==> config.mk <==
export PLATFORM = sky130hd
export DESIGN_NAME = roi_photon_counter
export DESIGN_NICKNAME = d
export VERILOG_FILES = /design/src/rtl/roi_photon_counter.sv
export SDC_FILE = /design/constraint.sdc
export NUM_CORES = 1
export LEC_CHECK = 0
export CAP_MARGIN = 40
export CORE_MARGIN = 5
export CORE_UTILIZATION = 44
export DETAILED_ROUTE_END_ITERATION = 6
export GPL_TIMING_DRIVEN = 0
export PLACE_DENSITY = 0.68
export SKIP_CTS_REPAIR_TIMING = 1
export SLEW_MARGIN = 40
export SYNTH_ARGS = -nofsm -noshare
export SYNTH_HDL_FRONTEND = slang
export SYNTH_SLANG_ARGS = --single-unit
==> constraint.sdc <==
create_clock -name i_clk_500 -period 5.2 [get_ports i_clk_500]
set_input_delay 1.04 -clock i_clk_500 [delete_from_list [all_inputs] [get_ports i_clk_500]]
set_output_delay 1.04 -clock i_clk_500 [all_outputs]
set_load 0.01 [all_outputs]
==> src/rtl/roi_photon_counter.sv <==
// roi_photon_counter: per-site photon sums over square ROI windows on a
// regular grid of trap sites, thresholded into an occupancy map each frame.
//
// Ports:
//   i_clk_500       single clock
//   i_rst_n         asynchronous active-low reset
//   i_pixel_valid   pixel pair valid
//   i_pixel_data    [7:0] pixel at x, [15:8] pixel at x+1
//   i_pixel_x/y     pair coordinate (x even)
//   i_frame_done    one-cycle end-of-frame pulse
//   i_sync_fval     synchronized frame valid (rising edge clears sums)
//   i_threshold     occupancy threshold
//   o_occupancy     bit k = row*NX + col, set when site sum >= threshold
//   o_result_valid  one-cycle result strobe
//   o_saturated     any site saturated in the reported frame
//   o_frame_count   reported-frame counter (wraps)
module roi_photon_counter #(
  parameter int COORD_WIDTH = 10,
  parameter int NX          = 4,
  parameter int NY          = 4,
  parameter int X0          = 16,
  parameter int Y0          = 16,
  parameter int PITCH_LOG2  = 4,
  parameter int ROI_SIZE    = 4,
  parameter int ACC_WIDTH   = 16
) (
  input  logic                   i_clk_500,
  input  logic                   i_rst_n,
  input  logic                   i_pixel_valid,
  input  logic [15:0]            i_pixel_data,
  input  logic [COORD_WIDTH-1:0] i_pixel_x,
  input  logic [COORD_WIDTH-1:0] i_pixel_y,
  input  logic                   i_frame_done,
  input  logic                   i_sync_fval,
  input  logic [ACC_WIDTH-1:0]   i_threshold,
  output logic [NX*NY-1:0]       o_occupancy,
  output logic                   o_result_valid,
  output logic                   o_saturated,
  output logic [15:0]            o_frame_count
);

  localparam int NS = NX * NY;
  localparam int SW = (NS > 1) ? $clog2(NS) : 1;
  localparam int CW = COORD_WIDTH;
  localparam int OW = PITCH_LOG2 + 1;

  // ---------------- stage 0: site mapping (combinational)
  logic [CW-1:0] dx;
  logic [CW-1:0] dy;
  logic [CW-1:0] col;
  logic [CW-1:0] row;
  logic          x_ok;
  logic          y_ok;
  logic [SW-1:0] site;
  logic [8:0]    pair_sum;

  assign dx  = i_pixel_x - CW'(X0);
  assign dy  = i_pixel_y - CW'(Y0);
  assign col = dx >> PITCH_LOG2;
  assign row = dy >> PITCH_LOG2;

  // Offset compare is one bit wider so ROI_SIZE == pitch still works.
  assign x_ok = (i_pixel_x >= CW'(X0))
             && (col < CW'(NX))
             && ({1'b0, dx[PITCH_LOG2-1:0]} < OW'(ROI_SIZE));
  assign y_ok = (i_pixel_y >= CW'(Y0))
             && (row < CW'(NY))
             && ({1'b0, dy[PITCH_LOG2-1:0]} < OW'(ROI_SIZE));

  assign site = SW'(row * CW'(NX) + col);

  assign pair_sum = {1'b0, i_pixel_data[7:0]}
                  + {1'b0, i_pixel_data[15:8]};

  // ---------------- stage 1 registers
  logic          s1_valid;
  logic [SW-1:0] s1_site;
  logic [8:0]    s1_sum;

  // ---------------- accumulators and frame state
  logic [ACC_WIDTH-1:0] acc [NS];
  logic                 sat_q;
  logic                 fval_q;
  logic                 done_d1;
  logic                 done_d2;
  logic                 done_d3;
  logic [ACC_WIDTH-1:0] thr_q;

  // ---------------- stage 2: saturating add for the addressed site
  logic [ACC_WIDTH-1:0] cur;
  logic [ACC_WIDTH:0]   ext;
  logic                 ovf;
  logic [ACC_WIDTH-1:0] add_val;
  logic [ACC_WIDTH-1:0] load_val;

  always_comb begin
    cur      = acc[s1_site];
    ext      = {1'b0, cur} + (ACC_WIDTH+1)'(s1_sum);
    ovf      = ext[ACC_WIDTH];
    add_val  = ovf ? '1 : ext[ACC_WIDTH-1:0];
    load_val = ACC_WIDTH'(s1_sum);
  end

  // Clears come from the result edge or a fresh frame start.
  logic fval_rise;
  logic clr;
  logic done_take;

  assign fval_rise = i_sync_fval & ~fval_q;
  assign clr       = done_d3 | fval_rise;
  // Done pipeline is non-retriggerable while a pulse is in flight.
  assign done_take = i_frame_done & ~(done_d1 | done_d2);

  // ---------------- threshold compare
  logic [NS-1:0] occ_c;

  always_comb begin
    occ_c = '0;
    for (int k = 0; k < NS; k++) begin
      occ_c[k] = (acc[k] >= thr_q);
    end
  end

  // ---------------- sequential state
  always_ff @(posedge i_clk_500 or negedge i_rst_n) begin
    if (!i_rst_n) begin
      s1_valid       <= 1'b0;
      s1_site        <= '0;
      s1_sum         <= '0;
      for (int k = 0; k < NS; k++) begin
        acc[k] <= '0;
      end
      sat_q          <= 1'b0;
      fval_q         <= 1'b0;
      done_d1        <= 1'b0;
      done_d2        <= 1'b0;
      done_d3        <= 1'b0;
      thr_q          <= '0;
      o_occupancy    <= '0;
      o_result_valid <= 1'b0;
      o_saturated    <= 1'b0;
      o_frame_count  <= '0;
    end else begin
      s1_valid <= i_pixel_valid & x_ok & y_ok;
      s1_site  <= site;
      s1_sum   <= pair_sum;
      fval_q   <= i_sync_fval;

      done_d1 <= done_take;
      done_d2 <= done_d1;
      done_d3 <= done_d2;

      // Threshold taken on the aligned done edge, compared next cycle.
      if (done_d2) begin
        thr_q <= i_threshold;
      end

      o_result_valid <= done_d3;
      if (done_d3) begin
        o_occupancy   <= occ_c;
        o_saturated   <= sat_q;
        o_frame_count <= o_frame_count + 16'd1;
      end

      // A pair landing on a clear edge starts the new frame's sum.
      for (int k = 0; k < NS; k++) begin
        if (clr) begin
          if (s1_valid && (s1_site == SW'(k))) begin
            acc[k] <= load_val;
          end else begin
            acc[k] <= '0;
          end
        end else if (s1_valid && (s1_site == SW'(k))) begin
          acc[k] <= add_val;
        end
      end

      if (clr) begin
        sat_q <= 1'b0;
      end else if (s1_valid && ovf) begin
        sat_q <= 1'b1;
      end
    end
  end

endmodule

-- Word level (Yosys, flattened, before mapping)
Index checks and enable logic that the tools add are counted.
- input port bits: 57
- logic and storage cells: 175
- output and inout bits: 34
- bits in registers: 325
- $lt $le $gt $ge: 23
- reductions and logical operators: 39
- $add $sub $neg: 6
- mux-type cells: 54
- equality and inequality tests: 15
- bitwise logic cells: 9
- operators by type and width (kind ; count):
    two-way mux 16 bit ; 35
    >= comparator 16 bit ; 16
    two-way mux 9 bit ; 16
    binary-select mux 16 bit (select 4 bit) ; 1
    nonzero test 2 bit ; 17
    == test 4 bit (second input constant) ; 8
    logical AND 1 bit ; 21
    >= comparator 10 x 5 -> 1 bit (second input constant) ; 2
    subtractor 10 x 5 -> 10 bit (second input constant) ; 2
    adder 16 x 9 -> 17 bit ; 1
    adder 16 x 1 -> 16 bit (second input constant) ; 1
    == test 4 x 3 -> 1 bit (second input constant) ; 4
    less-than comparator 6 x 3 -> 1 bit (second input constant) ; 2
    adder 8 x 8 -> 9 bit ; 1
    == test 4 x 2 -> 1 bit (second input constant) ; 2
    less-than comparator 4 x 3 -> 1 bit (second input constant) ; 2
    >= comparator 5 bit (second input constant) ; 1
    NOT 4 -> 5 bit ; 1
    adder 4 bit ; 1
    AND 1 bit ; 4
    == test 4 x 1 -> 1 bit (second input constant) ; 1
    zero test 4 bit ; 1
    two-way mux 1 bit ; 2
    NOT 1 bit ; 2
    bitwise OR 1 bit ; 2

-- Depth between registers and ports, before layout
Gate-level depths: netlist (run 1).
- depth after elaboration: 8
- gate-level depth with buffers: 19

-- Least setup slack after synthesis (run 1)
Ideal clock, no wire load.
- path type: register to register
- from: register s1_site[0]
- to: register acc[129] in the netlist's numbering
- setup slack: 59 ps
- setup time: 130 ps
- cell stages (with the launch flop): 20
- required time: 5070 ps
- clock period less this slack: 5141 ps
- arrival time: 5011 ps
- cell sequence: dfrtp_1 > buf_6 > buf_8 > buf_6 > buf_6 > buf_1 > mux4_2 > mux4_2 > ha_1 > fa_1 > a211oi_1 > nor2_1 > o31a_1 > o21ai_0 > nor3b_4 > nand2b_1 > buf_6 > o22ai_4 > buf_6 > o21ai_1
- longest elaborated chain between the ends: 8
- elaborated cells between the ends (all ways): 12
- RTL lines (element ; line ; text):
    start: declaration ; 77 ; logic [SW-1:0] s1_site;
    start signal: assignment ; 145 ; s1_site <= site;
    NOT 4 -> 5 bit (implied by the code) ; 97 ; cur = acc[s1_site];
    binary-select mux 16 bit (select 4 bit) ; 97 ;
    two-way mux 16 bit (implied by the code) (2 in a row) ; 97 ;
    adder 16 x 9 -> 17 bit ; 98 ; ext = {1'b0, cur} + (ACC_WIDTH+1)'(s1_sum);
    two-way mux 16 bit ; 100 ; add_val = ovf ? '1 : ext[ACC_WIDTH-1:0];
    two-way mux 16 bit ; 173 ; end else if (s1_valid && (s1_site == SW'(k))) begin
    two-way mux 16 bit ; 167 ; if (clr) begin
    end signal: indexed assignment ; 169 ; acc[k] <= load_val;
    end signal: indexed assignment ; 174 ; acc[k] <= add_val;
    end: declaration ; 81 ; logic [ACC_WIDTH-1:0] acc [NS];
Parallel ways exist; a longest one is shown, timed or not. The select of a mux whose other input is x is not followed.
A chain may end at the register's enable or synchronous reset.

-- Worst setup path after layout (run 1)
- from: register s1_site[0]
- to: register acc[55] in the netlist's numbering
Same word-level chain as after synthesis.

==> results of run 1 <==
[Yosys cell counts, types with 3 or more instances]
master,count
nor2b_1,33
inv_1,47
o21a_1,15
o21ai_0,181
o21ai_1,91
o22ai_4,9
a21oi_1,130
a31oi_1,10
nand4_1,18
and4b_1,5
nand3_1,207
nand2b_1,22
nand2_1,105
clkbuf_1,84
xnor2_1,25
dfrtp_1,325
nor3_1,20
buf_6,13
a211oi_1,19
or3_1,13
and3_1,6
o211ai_1,9
mux2_2,3
buf_1,7
a221oi_1,5
a2111oi_0,10
a22o_1,6
mux4_2,73
a21o_1,48
mux2i_1,3
xor2_1,9
ha_1,277
o31ai_1,33
buf_2,8
nor2_1,91
[per-layer routing]
metal  share of wire (%)  routed length [microns]
met4                 5.1                     3460
met5                   0                        0
met3                 6.7                     4570
met1                  41                    28100
met2                  47                    31800
[logic make-up (layout without fill, tap and decap cells)]
kind of cell,Yosys count,in the layout
simple gates,534,534
xor+xnor,34,34
mux,79,79
compound gates,575,575
fa+ha+maj,279,279
flops,325,325
buf+inv,160,334
[registers in the layout (all words and copies together), names as in the netlist]
signal	count
s1_site	4
done_d2	1
s1_valid	1
o_result_valid	1
done_d1	1
o_saturated	1
fval_q	1
o_occupancy	16
o_frame_count	16
thr_q	16
acc	256
s1_sum	9
sat_q	1
done_d3	1
[stage by stage]
stage / worst slack, ns / hold slack [ns] / cells / TNS [ns] / power (mW)
6_report: 0.172 / 0.263 / 2767 / 0 / 7.08
5_1_grt: 0.00759 / 0.254 / 2767 / 0 / 7.35
4_1_cts: -1.78 / 0.247 / 2746 / -341.97 / 7.04
3_5_place_dp: -1.78 / 0.372 / 2685 / -341.06 / 4.38
3_3_place_gp: -11.33 / 0.361 / 2679 / -4064.26 / 4.31
2_1_floorplan: 0.0594 / 0.355 / 1986 / 0 / 3.67
[cells in the final DEF, fill, tap and decap left out, types with 9 or more instances in the layout]
master             n
a21oi_1          129
clkdlybuf4s50_1   85
o21ai_1           90
inv_1             41
o21a_1            15
a21o_1            48
buf_4             20
a2111oi_0         10
o31ai_1           33
buf_6             14
nor2b_1           33
clkbuf_16         37
nand4_1           18
o211ai_1           9
ha_1             277
nand2_1          105
a211oi_1          19
nand2b_1          22
nor2_1            89
clkbuf_1          84
dfrtp_1          324
nor3_1            16
o21ai_0          179
mux4_2            73
xnor2_1           25
nand3_1          207
or3_1             13
xor2_1             9
o22ai_4            9
a31oi_1           10
[final timing paths]
kind,start,end,slack [ns]
worst max-delay path,s1_site[0],acc[55],0.17
worst min-delay path,i_rst_n,acc[163],0.26
worst max register to register,s1_site[0],acc[55],0.17
worst min register to register,done_d1,done_d2,0.38
max in group asynchronous,i_rst_n,thr_q[0],3.61
min in group i_clk_500,done_d1,done_d2,0.38
[power groups by stage]
stage | logic (mW) | registers, mW | clock network [mW]
final | 1.68 | 2.73 | 2.66
after global routing | 1.84 | 2.74 | 2.77
after CTS | 1.62 | 2.73 | 2.69
after detailed placement | 1.60 | 2.78 | 0
after global placement | 1.54 | 2.78 | 0
after floorplan | 0.915 | 2.76 | 0
[final cells by class]
type,instances,area [sq um],area share (%)
flip-flops and latches,325,8130,34.2
repair buffers,116,1230,5.16
multi-input cells,1501,11700,49.1
clock buffers,51,1050,4.41
clock inverters,10,135,0.568
plain buffers,110,616,2.59
inverters,47,176,0.742
well taps,607,759,3.19
==> impl_metrics.tcl, run 1 <==
set metrics [dict create \
    ioPinCount 91 \
    synth_top_family_by_area "adder cells" \
    synthAdderAreaFrac_pct 17.2 \
    routed_wl_mm 67.9 \
    drc 0 \
    status "finished, final reports clean" \
    use_met2_pct 42.3 \
    postSynth.asyncResetShare_pct 100 \
    fillCellCount 4129 \
    clock-sinks 325 \
    antenna_left 0 \
    final_hold_viol_count 0 \
    synth_seq_cells 325 \
    cp_data_arrival_time_ns 5.49 \
    maxSlewViolCount 0 \
    design_area_sq_um 23800 \
    max-cap-violations 0 \
    grt_usage_pct 26.5 \
    relSlewSlack_pct 40.6 \
    initial_utilization_pct 44.2 \
    grt_pass1_wl_mm 104 \
    io_buffers 86 \
    cts_buffer_depth 3 \
    grt_max_degree 75 \
    synth_ff_type "dfrtp_1" \
    drt-pass1-iter-count 5 \
    critPathTopFamily "buffers and inverters" \
    grt_most_used_layer "met2" \
    htreeDepth 2 \
    cts_root_buf "clkbuf_16" \
    p_leak_nw 10.8 \
    met1_usage_pct 35.7 \
    holdCritPathClass "primary input to asynchronous set/reset pin" \
    antenna_found_initial 0 \
    utilization_pct 51.4 \
    clk_latency_ns 0.57 \
    overflow 0 \
    fin_skew_ns 0.0246 \
    rsz0062_at_grt "no" \
    min_period_ns 5.03 \
    grt_pass1_vias 17200 \
    area_delta_synth_final_pct 16.4 \
    synthMuxAreaShare_pct 8.36 \
    power_frac_comb_pct 23.7 \
    synth_edf_count 0 \
    path_max_fanout 10 \
    gr-usage-met3_pct 4.40 \
    drt_iter0_drc 1951 \
    core-area_sq_um 46300 \
    critical_path_required_ns 5.67 \
    drive_gt1_share_pct 10.7 \
    synth.net_count 2322 \
    gp_congestion 1.01 \
    crit_buf_inv 6 \
    fin_crit_sh_pct 96.7 \
    worst_r2r_path_depth 17 \
    numCtsBuffers 37 \
    die_w_microns 226 \
    synth_compound_area_share_pct 16.9 \
    worst_setup_path_end_kind "register" \
    swShare_pct 32.0 \
    synth_top_area_share_pct 39.8 \
    synth_xor_area_share_pct 1.46 \
    avgSynthCellArea_sq_um 10.3 \
    synth_warnings 0 \
    route.vias.total 17300 \
    synthTopCellsByArea "dfrtp_1, ha_1, mux4_2" \
    p_int_mw 4.81 \
    synth_seq_area_share_pct 39.8 \
    die_h_microns 226 \
    worst_pin_slew_ns 0.889 \
    nNetsFinal 2474 \
    powerDensity_nw_per_um2 298 \
    dp_hpwl_mm 51.7 \
    dieArea_sq_um 50900 \
    synth_cell_type_count 55 \
    syn_inst 1986 \
    wl_per_cell_microns 24.6 \
    path_depth 17 \
    clk_transition_reported_paths_ns 0.06 \
    crit_path_start_kind "register" \
    cts_tree "done" \
    path_cells "buf_6 > buf_16 > buf_12 > clkbuf_4 > mux4_2 > mux4_2 > ha_1 > o21ai_0 > nor2_1 > o31a_1 > o21ai_4 > nor3b_4 > nand2b_1 > buf_6 > o22ai_4 > buf_12 > o21ai_0" \
    cp_slowest_cell "nor3b_4" \
    crit_type "register to register" \
    dpl_cell_area_sq_um 22200 \
    max_stage_delay_ns 0.62 \
    synth-simple-area-share_pct 12.8 \
    switchingPower_mw 2.26 \
    setup_viol 0 \
    synth_top_cell_by_area "dfrtp_1" \
    fmax_mhz 199 \
    seqPwrFrac_pct 38.6 \
    peakVddDrop_v 0.000258 \
    syn_area_sq_um 20400 \
    viasPerCell 6.25 \
    clkPwrFrac_pct 37.6 \
    num_rows 79 \
    antenna_cells 0 \
]
Note: power is estimated with default switching activity, not from simulation.
==> run 2: changes to the inputs <==
- PLACE_DENSITY: 0.68 -> 0.61
- TNS_END_PERCENT: default -> 1
==> impl_metrics.tcl, run 2 (synthesized netlist as in run 1, its figures left out) <==
set metrics [dict create \
    rsz0062_at_grt "no" \
    status "finished, final reports clean" \
    fin_skew_ns 0.0152 \
    gp_congestion 0.932 \
    num_rows 79 \
    max-cap-violations 0 \
    overflow 0 \
    p_leak_nw 10.9 \
    min_period_ns 4.99 \
    power_frac_comb_pct 23.1 \
    wl_per_cell_microns 24.5 \
    io_buffers 86 \
    ioPinCount 91 \
    antenna_left 0 \
    grt_pass1_wl_mm 104 \
    grt_usage_pct 26.8 \
    drt-pass1-iter-count 6 \
    p_int_mw 4.99 \
    fmax_mhz 201 \
    worst_pin_slew_ns 0.867 \
    core-area_sq_um 46300 \
    switchingPower_mw 2.31 \
    powerDensity_nw_per_um2 304 \
    stdcell_count 2779 \
    antenna_found_initial 3 \
    swShare_pct 31.6 \
    grt_max_degree 69 \
    drive_gt1_share_pct 11.1 \
    die_h_microns 226 \
    clock-sinks 325 \
    dieArea_sq_um 50900 \
    setup_viol 0 \
    critical_path_required_ns 5.63 \
    nNetsFinal 2479 \
    regMostFlops "acc" \
    drt_iter0_drc 1859 \
    viasPerCell 6.18 \
    seqPwrFrac_pct 37.5 \
    clkPwrFrac_pct 39.5 \
    cts_buffer_depth 3 \
    peakVddDrop_v 0.000213 \
    cts_root_buf "clkbuf_16" \
    largest_reg_flops 256 \
    route.vias.total 17200 \
    crit_path_start_kind "register" \
    die_w_microns 226 \
    maxSlewViolCount 0 \
    final_hold_viol_count 0 \
    numCtsBuffers 40 \
    mostFrequentLayoutCell "dfrtp_1" \
    drc 0 \
    clk_transition_reported_paths_ns 0.06 \
    routed_wl_mm 68.2 \
    crit_type "register to register" \
    area_delta_synth_final_pct 17.3 \
    placed_cells 2684 \
    layout_common_cells "dfrtp_1, ha_1, nand3_1" \
    grt_pass1_vias 17200 \
    worst_setup_path_end_kind "register" \
    initial_utilization_pct 44.2 \
    path_max_fanout 10 \
    fin_crit_sh_pct 95.9 \
    cp_data_arrival_time_ns 5.42 \
    design_area_sq_um 24000 \
    holdCritPathClass "primary input to asynchronous set/reset pin" \
    clk_latency_ns 0.57 \
    htreeDepth 2 \
    relSlewSlack_pct 41.8 \
    cts_tree "done" \
    dp_hpwl_mm 52.2 \
    dpl_cell_area_sq_um 22200 \
]
-- run 2: cell count changes in the layout (fill, tap and decap cells not counted), moves of 2 or more --
cell,previous run,this run
buf_8,2,4
clkbuf_16,37,41
clkinv_1,1,5
inv_1,41,38
clkbuf_8,7,9
clkbuf_1,84,82
clkinv_2,4,7
diode_2,0,2
-- run 2: stage by stage --
stage | setup TNS [ns] | utilization [%] | setup WS, ns | power (mW) | hold WS [ns]
2_1_floorplan | 0 | - | 0.0594 | 3.67 | 0.355
3_3_place_gp | -4177.45 | 47.7 | -11.60 | 4.32 | 0.362
3_5_place_dp | -264.52 | 48.0 | -1.47 | 4.37 | 0.381
4_1_cts | -269.42 | 50.9 | -1.46 | 7.25 | 0.337
5_1_grt | 0 | 51.8 | 0.0264 | 7.60 | 0.370
6_report | 0 | 51.8 | 0.214 | 7.30 | 0.351
-- run 2: routing by layer --
metal / GRT usage (%) / up-vias / routed length [microns] / share of wire, %
met3: 5.33 / 155 / 4970 / 7.3
met2: 42.7 / 733 / 31900 / 47
met5: 0 / - / 8 / 0.012
met4: 11.4 / 2 / 2700 / 4.0
li1: - / 7757 / - / -
met1: 35.9 / 8535 / 28600 / 42
-- run 2: layout make-up --
class | count | area [sq um]
flip-flops and latches | 325 | 8130
clock buffers | 55 | 1170
clock inverters | 14 | 158
multi-input cells | 1501 | 11700
repair buffers | 117 | 1270
diodes | 2 | 5.00
well taps | 607 | 759
plain buffers | 111 | 617
inverters | 47 | 176
fillers | 4169 | 22300
-- run 2: worst max-delay path, stage by stage (launching register included) --
cell and delay [ns]:
dfrtp_1 0.34, buf_6 0.17, buf_16 0.14, buf_8 0.19, buf_12 0.18, mux4_2 0.60
mux4_2 0.55, ha_1 0.23, fa_2 0.37, a211oi_1 0.24, nor2_1 0.11, o31a_1 0.33
o21ai_4 0.31, nor3b_4 0.15, nand2b_1 0.19, buf_6 0.21, o22ai_4 0.22, buf_6 0.20
o21ai_1 0.09
-- run 2: final timing paths --
path	from	to	slack [ns]	depth (start not counted)
worst max-delay path	s1_site[0]	acc[232]	0.21	18
worst max register to register	s1_site[0]	acc[232]	0.21	18
min in group i_clk_500	done_d1	done_d2	0.39	0
max in group asynchronous	i_rst_n	acc[48]	3.49	4
worst min-delay path	i_rst_n	acc[131]	0.35	1
worst min register to register	done_d1	done_d2	0.39	0
-- run 2: power groups by stage --
stage               Clock, mW  Combinational [mW]  Sequential [mW]
floorplan                   0               0.915             2.76
global placement            0                1.54             2.78
detailed placement          0                1.60             2.77
CTS                      2.91                1.61             2.73
global route             3.00                1.85             2.74
finish                   2.88                1.68             2.73
==> run 3: changes to the inputs <==
- CTS_BUF_LIST: default -> sky130_fd_sc_hd__clkbuf_2
==> impl_metrics.tcl, run 3 (synthesized netlist as in run 1, its figures left out) <==
set metrics [dict create \
    status "finished, final reports clean" \
    hold-path-endpoint "done_d2" \
    dieArea_sq_um 50900 \
    drc 0 \
    core-area_sq_um 46300 \
    routed_wl_mm 68.7 \
    crit_path_start_kind "register" \
    final_hold_viol_count 0 \
    ff2ff_setup_slack_ns 0.16 \
    wl_per_cell_microns 23.9 \
    critical_path_required_ns 6.13 \
    antenna_found_initial 3 \
    maxSlewViolCount 0 \
    setup_viol 0 \
    grt_usage_pct 27.1 \
    route.vias.total 17400 \
    antenna_left 0 \
    stdcell_count 2876 \
    r2r-start "s1_site[1]" \
    gp_congestion 0.932 \
    overflow 0 \
    regMostFlops "acc" \
    min_period_ns 5.04 \
    largest_reg_flops 256 \
    cp_slowest_cell "mux4_2" \
    cp_data_arrival_time_ns 5.97 \
    power_mw 6.37 \
    utilization_pct 50.8 \
    clk_transition_reported_paths_ns 0.10 \
    powerDensity_nw_per_um2 271 \
    timing.rr.end "acc[188]" \
    clock-sinks 325 \
    num_rows 79 \
    fin_crit_sh_pct 97.0 \
    cts_tree "done" \
    fin_skew_ns 0.122 \
    ioPinCount 91 \
    grt_pass1_wl_mm 105 \
    peakVddDrop_v 0.000209 \
    initial_utilization_pct 44.2 \
    crit_type "register to register" \
    cts_root_buf "clkbuf_2" \
    max-cap-violations 0 \
    holdPathStages 0 \
    clk_latency_ns 1.12 \
    drt-pass1-iter-count 6 \
    worstHoldStart "done_d1" \
    cts_buffer_depth 3 \
    worst_pin_slew_ns 0.872 \
    die_w_microns 226 \
    grt_pass1_vias 17700 \
    worst_setup_path_end_kind "register" \
    numCtsBuffers 91 \
    relSlewSlack_pct 41.5 \
    path_cells "buf_2 > buf_8 > clkbuf_4 > mux4_2 > mux4_2 > ha_1 > fa_2 > a211oi_1 > nor2_1 > o31a_1 > buf_4 > o21a_1 > nand3_1 > mux2i_4 > clkbuf_4 > nand2_1 > a21oi_1" \
    htreeDepth 3 \
    placed_cells 2684 \
    grt_max_degree 69 \
    dp_hpwl_mm 52.2 \
    holdCritPathClass "register to register" \
    holdWs_ns 0.390 \
    drt_iter0_drc 1670 \
    viasPerCell 6.06 \
    io_buffers 86 \
    path_max_fanout 19 \
    setup_ws_ns 0.157 \
    dpl_cell_area_sq_um 22200 \
    worst_r2r_path_depth 17 \
    die_h_microns 226 \
    nNetsFinal 2536 \
    fin_setup_tns_ns 0 \
    design_area_sq_um 23500 \
    dp_slack_ns -1.47 \
    max_stage_delay_ns 0.54 \
    drive_gt1_share_pct 14.1 \
    mostFrequentLayoutCell "dfrtp_1" \
    p_leak_nw 10.9 \
    area_delta_synth_final_pct 15.1 \
    layout_common_cells "dfrtp_1, ha_1, nand3_1" \
    fmax_mhz 198 \
]
==> run 3: final cells by class <==
cell class | instances | area, sq um
Fill cell | 4265 | 22700
Multi-Input combinational cell | 1501 | 11700
Sequential cell | 325 | 8130
Timing Repair Buffer | 123 | 1320
Tap cell | 607 | 759
Clock buffer | 134 | 671
Buffer | 111 | 624
Inverter | 47 | 176
Clock inverter | 27 | 155
Antenna cell | 1 | 2.50
==> run 3: critical path, delay by kind of cell (launching register included) <==
kind,cells,cell delay [ns]
AOI/OAI and AO/OA,4,1.05
muxes,3,1.28
adders and majority gates,2,0.61
buffers and inverters,5,1.29
DFF,1,0.33
and+or+nand+nor,3,0.35
==> run 3: routing by layer <==
metal	track usage, %	vias up	share of wire [%]	wire length, microns
li1	-	7916	-	-
met1	36.2	8645	42	28600
met2	42.9	720	47	32300
met3	5.17	156	7.5	5180
met4	12.2	2	3.8	2600
met5	0	-	0.019	13
==> run 3: where the power goes <==
part	internal [mW]	switching [mW]
combinational	0.658	1.04
clock	0.783	1.16
sequential	2.62	0.107
==> run 3: worst max-delay path by stage <==
| stage | from | end | slack [ns] | cells past startpoint |
|---|---|---|---|---|
| 2_1_floorplan | s1_site[0] | acc[129] | 0.06 | 19 |
| 3_3_place_gp | i_rst_n | thr_q[7] | -11.60 | 1 |
| 3_5_place_dp | s1_site[1] | acc[217] | -1.47 | 16 |
| 4_1_cts | s1_site[1] | acc[121] | -1.51 | 16 |
| 5_1_grt | s1_site[0] | acc[188] | -0.02 | 18 |
| 6_report | s1_site[1] | acc[188] | 0.16 | 17 |
